[config.mk]
export PLATFORM = sky130hd
export DESIGN_NAME = uart_tx_fifo
export DESIGN_NICKNAME = d
export VERILOG_FILES = /design/src/rtl/uart_tx_fifo.sv
export SDC_FILE = /design/constraint.sdc
export NUM_CORES = 1
export LEC_CHECK = 0
export CAP_MARGIN = 40
export CORE_UTILIZATION = 52
export CTS_CLUSTER_DIAMETER = 60
export DETAILED_ROUTE_END_ITERATION = 6
export PLACE_DENSITY = 0.84
export SLEW_MARGIN = 20
export SYNTH_ARGS = -nofsm -noshare
export SYNTH_HDL_FRONTEND = slang
export SYNTH_SLANG_ARGS = --single-unit
[constraint.sdc]
create_clock -name clk -period 2 [get_ports clk]
set_input_delay 0.5 -clock clk [delete_from_list [all_inputs] [get_ports clk]]
set_output_delay 0.5 -clock clk [all_outputs]
set_load 0.03 [all_outputs]
[src/rtl/uart_tx_fifo.sv]
`default_nettype none
// ============================================================================
// Module      : uart_tx_fifo
// Description : UART transmitter with a valid/ready transmit FIFO, runtime
//               parity/stop-bit selection and back-to-back framing.
//               Optional line-break support when UART_TX_BREAK_EN is defined.
// Revision    : 1.0 - initial release
// ============================================================================
module uart_tx_fifo #(
    parameter int ClkFreq   = 10_000_000,
    parameter int BaudRate  = 115200,
    parameter int DataBits  = 8,
    parameter int FifoDepth = 4
) (
    input  logic                         clk,
    input  logic                         reset,
    input  logic                         tx_valid,
    input  logic [DataBits-1:0]          tx_data,
    output logic                         tx_ready,
    input  logic [1:0]                   parity_mode,
    input  logic                         stop2,
`ifdef UART_TX_BREAK_EN
    input  logic                         tx_break,
`endif
    output logic                         tx,
    output logic                         tx_busy,
    output logic                         tx_done,
    output logic [$clog2(FifoDepth):0]   fifo_level
);

    localparam int c_BAUDS_PER_BIT = ClkFreq / BaudRate;
    localparam int c_CNT_W         = $clog2(c_BAUDS_PER_BIT);
    localparam int c_ADDR_W        = $clog2(FifoDepth);
    localparam int c_IDX_W         = $clog2(DataBits);

    localparam logic [c_CNT_W-1:0]  c_CNT_LAST = c_CNT_W'(c_BAUDS_PER_BIT - 1);
    localparam logic [c_CNT_W-1:0]  c_CNT_ONE  = c_CNT_W'(1);
    localparam logic [c_IDX_W-1:0]  c_IDX_LAST = c_IDX_W'(DataBits - 1);
    localparam logic [c_IDX_W-1:0]  c_IDX_ONE  = c_IDX_W'(1);
    localparam logic [c_ADDR_W:0]   c_PTR_ONE  = (c_ADDR_W + 1)'(1);

    typedef enum logic [2:0] {
        S_IDLE     = 3'd0,
        S_START    = 3'd1,
        S_DATA     = 3'd2,
        S_PARITY   = 3'd3,
        S_STOP1    = 3'd4,
        S_STOP2    = 3'd5,
        S_BREAK    = 3'd6,
        S_BRK_WAIT = 3'd7
    } state_t;

    state_t                 state_q, state_d;
    logic [c_CNT_W-1:0]     cnt_q, cnt_d;
    logic [c_IDX_W-1:0]     idx_q, idx_d;
    logic [DataBits-1:0]    shift_q, shift_d;
    logic                   par_en_q, par_en_d;
    logic                   par_bit_q, par_bit_d;
    logic                   stop2_q, stop2_d;
    logic                   tx_q, tx_d;
    logic [c_ADDR_W:0]      wr_ptr_q, wr_ptr_d;
    logic [c_ADDR_W:0]      rd_ptr_q, rd_ptr_d;
    logic [DataBits-1:0]    mem_q [FifoDepth];

    logic                   w_empty;
    logic                   w_full;
    logic                   w_push;
    logic                   w_bit_end;
    logic                   w_break;
    logic                   w_launch;
    logic                   w_frame_end;
    logic [DataBits-1:0]    w_head;

`ifdef UART_TX_BREAK_EN
    assign w_break = tx_break;
`else
    assign w_break = 1'b0;
`endif

    // Pointers carry one extra wrap bit so full and empty are distinguishable.
    assign w_empty   = (wr_ptr_q == rd_ptr_q);
    assign w_full    = (wr_ptr_q[c_ADDR_W] != rd_ptr_q[c_ADDR_W]) &&
                       (wr_ptr_q[c_ADDR_W-1:0] == rd_ptr_q[c_ADDR_W-1:0]);
    assign w_push    = tx_valid && !w_full;
    assign w_head    = mem_q[rd_ptr_q[c_ADDR_W-1:0]];
    assign w_bit_end = (cnt_q == c_CNT_LAST);

    always_comb begin
        state_d     = state_q;
        idx_d       = idx_q;
        shift_d     = shift_q;
        par_en_d    = par_en_q;
        par_bit_d   = par_bit_q;
        stop2_d     = stop2_q;
        tx_d        = tx_q;
        rd_ptr_d    = rd_ptr_q;
        wr_ptr_d    = w_push ? (wr_ptr_q + c_PTR_ONE) : wr_ptr_q;
        w_launch    = 1'b0;
        w_frame_end = 1'b0;

        case (state_q)
            S_IDLE: begin
                tx_d = 1'b1;
                if (w_break) begin
                    state_d = S_BREAK;
                    tx_d    = 1'b0;
                end else if (!w_empty) begin
                    w_launch = 1'b1;
                end
            end
            S_START: begin
                if (w_bit_end) begin
                    state_d = S_DATA;
                    idx_d   = '0;
                    tx_d    = shift_q[0];
                end
            end
            S_DATA: begin
                if (w_bit_end) begin
                    if (idx_q == c_IDX_LAST) begin
                        state_d = par_en_q ? S_PARITY : S_STOP1;
                        tx_d    = par_en_q ? par_bit_q : 1'b1;
                    end else begin
                        idx_d   = idx_q + c_IDX_ONE;
                        shift_d = shift_q >> 1;
                        tx_d    = shift_q[1];
                    end
                end
            end
            S_PARITY: begin
                if (w_bit_end) begin
                    state_d = S_STOP1;
                    tx_d    = 1'b1;
                end
            end
            S_STOP1: begin
                if (w_bit_end) begin
                    if (stop2_q) begin
                        state_d = S_STOP2;
                    end else begin
                        w_frame_end = 1'b1;
                    end
                end
            end
            S_STOP2: begin
                if (w_bit_end) begin
                    w_frame_end = 1'b1;
                end
            end
            S_BREAK: begin
                tx_d = 1'b0;
                if (!w_break) begin
                    state_d = S_BRK_WAIT;
                    tx_d    = 1'b1;
                end
            end
            S_BRK_WAIT: begin
                tx_d = 1'b1;
                if (w_break) begin
                    state_d = S_BREAK;
                    tx_d    = 1'b0;
                end else if (w_bit_end) begin
                    w_frame_end = 1'b1;
                end
            end
            default: begin
                state_d = S_IDLE;
                tx_d    = 1'b1;
            end
        endcase

        // Chaining straight into the next frame keeps the line gap-free.
        if (w_frame_end) begin
            if (w_break) begin
                state_d = S_BREAK;
                tx_d    = 1'b0;
            end else if (!w_empty) begin
                w_launch = 1'b1;
            end else begin
                state_d = S_IDLE;
                tx_d    = 1'b1;
            end
        end

        if (w_launch) begin
            rd_ptr_d = rd_ptr_q + c_PTR_ONE;
            shift_d  = w_head;
            par_en_d = (parity_mode != 2'b00);
            stop2_d  = stop2;
            if (parity_mode == 2'b01) begin
                par_bit_d = ~^w_head;
            end else if (parity_mode == 2'b10) begin
                par_bit_d = ^w_head;
            end else begin
                par_bit_d = 1'b1;
            end
            state_d  = S_START;
            tx_d     = 1'b0;
        end

        if ((state_d != state_q) || w_bit_end ||
            (state_q == S_IDLE) || (state_q == S_BREAK)) begin
            cnt_d = '0;
        end else begin
            cnt_d = cnt_q + c_CNT_ONE;
        end
    end

    always_ff @(posedge clk or posedge reset) begin
        if (reset) begin
            state_q   <= S_IDLE;
            cnt_q     <= '0;
            idx_q     <= '0;
            shift_q   <= '0;
            par_en_q  <= 1'b0;
            par_bit_q <= 1'b0;
            stop2_q   <= 1'b0;
            tx_q      <= 1'b1;
            wr_ptr_q  <= '0;
            rd_ptr_q  <= '0;
        end else begin
            state_q   <= state_d;
            cnt_q     <= cnt_d;
            idx_q     <= idx_d;
            shift_q   <= shift_d;
            par_en_q  <= par_en_d;
            par_bit_q <= par_bit_d;
            stop2_q   <= stop2_d;
            tx_q      <= tx_d;
            wr_ptr_q  <= wr_ptr_d;
            rd_ptr_q  <= rd_ptr_d;
        end
    end

    always_ff @(posedge clk) begin
        if (w_push) begin
            mem_q[wr_ptr_q[c_ADDR_W-1:0]] <= tx_data;
        end
    end

    assign tx         = tx_q;
    assign tx_ready   = !w_full;
    assign fifo_level = wr_ptr_q - rd_ptr_q;
    assign tx_busy    = !(state_q inside {S_IDLE, S_BREAK, S_BRK_WAIT});
    assign tx_done    = w_bit_end &&
                        (((state_q == S_STOP1) && !stop2_q) || (state_q == S_STOP2));

endmodule
`default_nettype wire
==> results of run 1 <==
-- repair_timing --
action,in CTS,in global routing
endpoints found under the setup margin,6,22
buffers inserted,8,6
pin swaps,7,1
cloned,0,1
resized for setup,11,19
-- per-layer routing --
layer	vias up	part of all wire, %	global-route usage [%]
met5	-	0	0
met4	0	1.5	10.0
met3	10	3.5	6.43
met2	54	53	38.8
met1	965	42	27.2
li1	932	-	-
-- stage by stage --
step / TNS (ps) / total power, mW / std cells / util [%] / instance area [um^2]
after floorplan: 0 / 2.15 / 224 / - / 2940
after global placement: 0 / 2.48 / 323 / 63.8 / 3360
after detailed placement: -40.3 / 2.53 / 323 / 63.8 / 3360
after CTS: -662 / 4.12 / 347 / 70.8 / 3730
after global routing: -3150 / 4.27 / 354 / 73.1 / 3850
final: -1260 / 4.11 / 354 / 73.1 / 3850
-- cell families after synthesis --
kind of cell               synth area share (%)
xor gates and xnor gates                   5.68
DFF                                        59.3
adders and majority gates                  5.38
and+or+nand+nor                            8.54
muxes                                      7.51
AOI/OAI and AO/OA                          10.4
buffers and inverters                      3.20
-- sequential cells by signal, indices dropped and copies added (netlist names) --
name and count:
cnt_q 7, idx_q 3, mem_q 32, par_bit_q 1
par_en_q 1, rd_ptr_q 3, shift_q 8, state_q 3
stop2_q 1, tx 1, wr_ptr_q 3
-- final cells by class --
type                            instances  area (um^2)
Clock inverter                          7          145
Sequential cell                        63         1740
Multi-Input combinational cell        140         1170
Timing Repair Buffer                   54          546
Tap cell                               70         87.6
Fill cell                             343         1420
Clock buffer                            9          124
Inverter                               11         41.3
-- path summary, 6_finish.rpt --
path	start	to	cells past startpoint
max	rd_ptr_q[0]$_DFFE_PP0N_	fifo_level[1]	5
min reg2reg	shift_q[0]$_DFFE_PP0P_	shift_q[0]$_DFFE_PP0P_	1
max reg2reg	rd_ptr_q[0]$_DFFE_PP0N_	par_bit_q$_DFFE_PP0N_	8
min	shift_q[0]$_DFFE_PP0P_	shift_q[0]$_DFFE_PP0P_	1
max in group asynchronous	reset	tx$_DFF_PP1_	3
min in group asynchronous	reset	wr_ptr_q[1]$_DFFE_PP0P_	3
-- layout by cell type (no fill, tap or decap), types with 8 or more instances in the layout --
master and n:
ha_1 9, nand2_1 13, clkbuf_8 9, inv_1 9
mux4_2 8, buf_4 27, clkdlybuf4s50_1 13, edfxtp_1 32
dfrtp_1 29, o21ai_0 15, nor2_1 14, xnor2_1 12
-- power groups by stage --
| stage | combinational, mW | clock, mW | sequential (mW) |
|---|---|---|---|
| 5_1_grt | 1.11 | 1.54 | 1.62 |
| 3_3_place_gp | 0.860 | 0 | 1.62 |
| 6_report | 1.03 | 1.46 | 1.61 |
| 3_5_place_dp | 0.900 | 0 | 1.63 |
| 4_1_cts | 1.01 | 1.50 | 1.61 |
| 2_1_floorplan | 0.541 | 0 | 1.60 |
==> qor.csv, run 1 <==
stage,metric,value,unit
pwr,switchingPower,1.10,mW
layout,drive_above_1_share,28.5,%
setup_path,path_delay_family,adder cells,
setup_path,cp_num_buf_inv,3,
routing,antenna_left,0,
place,portBuffers,20,
outcome,status,"complete, but fails checks",
logic_synthesis,ys_ff_latch,63,
timing,setup_violations,12,
clocking,clkTransAtPathRegs,70,ps
pwr,seqPwrFrac,39.2,%
setup_path,cp-end-kind,output port,
logic_synthesis,ys_seq_area_share,59.3,%
setup_path,critical_path.slowest_cell,fa_2,
setup_path,slowest_delay,520,ps
pwr,combPwrFrac,25.2,%
layout,syn_to_final_growth,31.6,%
global_route,grt_start_max_net_pins,32,
logic_synthesis,syn_area_per_cell,13.1,um^2
logic_synthesis,yosysMostFrequentCell,edfxtp_1,
layout,nets,305,
logic_synthesis,yosysUniqueCellTypes,42,
logic_synthesis,synth_edf_count,32,
clocking,clockBufferDepth,2,
logic_synthesis,ys.flop_type,edfxtp_1,
logic_synthesis,yosysTopAreaCell,edfxtp_1,
floorplan,core_area,5270,um^2
floorplan,start_util,55.6,%
timing,holdWs,488,ps
pwr,leakagePower,1.57,nW
logic_synthesis,netlist_instances,224,
routing,wl_per_cell,17.1,um
routing,drtPass1Iterations,4,
timing,period_share,110,%
global_route,gr-total-overflow,0,
clocking,worstSkewPairLatency,340,ps
timing,tightest_slew,522,ps
setup_path,required,1500,ps
timing,final_hold_viol_count,0,
layout,n_antenna_cell,0,
logic_synthesis,async_flop_share,49.2,%
clocking,cts_buffers,9,
clocking,hold_buffers,0,
timing,max_slew_margin,65.0,%
setup_path,path_common_cell,buf_6,
global_route,grt_pass1_vias,2055,
setup_path,path_class,flop to output port,
pwr,pwr_density_cell,1070,nW/um^2
floorplan,die_w,77.1,um
hold_path,min_path_type,flop to flop,
floorplan,die_h,77.1,um
timing,min_period,2200,ps
logic_synthesis,synth_area_leaders,"edfxtp_1 33%, dfrtp_1 26%, mux4_2 6.1%",
setup_path,worst_setup_path_start_kind,flop,
place,place_hpwl,3870,um
setup_path,arrival,1700,ps
routing,drt_iter0_drc,171,
clocking,cts_root_buffer,clkbuf_8,
setup_path,r2r_slack,-160,ps
routing,drt_wl_total,6050,um
global_route,antenna_found_initial,0,
place,gp_congestion,0.822,
timing,setup_ws,-204,ps
global_route,groute.usage.overall,22.9,%
place,post-place-ws,-40.3,ps
timing,slew_viol_final,0,
timing,fmax,454,MHz
logic_synthesis,synth_commonest_cells,"32 x edfxtp_1, 30 x dfrtp_1, 19 x o21ai_0, 16 x nand2_1, 15 x nor2_1",
flow_run,maxCapViolations,0,
setup_path,worstPathCellList,"buf_6, ha_4, fa_2, inv_2, buf_6",
pwr,vdd_ir_drop_max,0.878,mV
logic_synthesis,yosys_warnings,0,
floorplan,dieArea,5940,um^2
clocking,cts_tree,done,
timing,rsz0062_at_grt,yes,
pwr,p_int,3.01,mW
logic_synthesis,synth.top_cell.area_share,32.8,%
routing,via_count,1961,
pwr,power.share.clock,35.6,%
floorplan,ioPinCount,21,
floorplan,num_rows,26,
clocking,clock_sinks,63,
logic_synthesis,syn_nets,250,
timing,finalClockSkew,6.83,ps
pwr,swShare,26.8,%
logic_synthesis,netlist_area,2930,um^2
setup_path,cp_max_fo,2,
clocking,htree_levels,3,
routing,route.detailed.drc,0,
outcome,violations,setup timing,
routing,drt-vias-per-instance,5.54,
global_route,grt_pass1_wl,9960,um
Note: power is estimated with default switching activity, not from simulation.
==> run 2, diff against run 1 <==
--- a/config.mk
+++ b/config.mk
@@ -10,7 +10,7 @@
 export CTS_CLUSTER_DIAMETER = 60
 export DETAILED_ROUTE_END_ITERATION = 6
 export PLACE_DENSITY = 0.84
-export SLEW_MARGIN = 20
+export SLEW_MARGIN = 10
 export SYNTH_ARGS = -nofsm -noshare
 export SYNTH_HDL_FRONTEND = slang
 export SYNTH_SLANG_ARGS = --single-unit
==> results of run 2 <==
No change in the layout: final DEF, timing and power equal those of run 1.
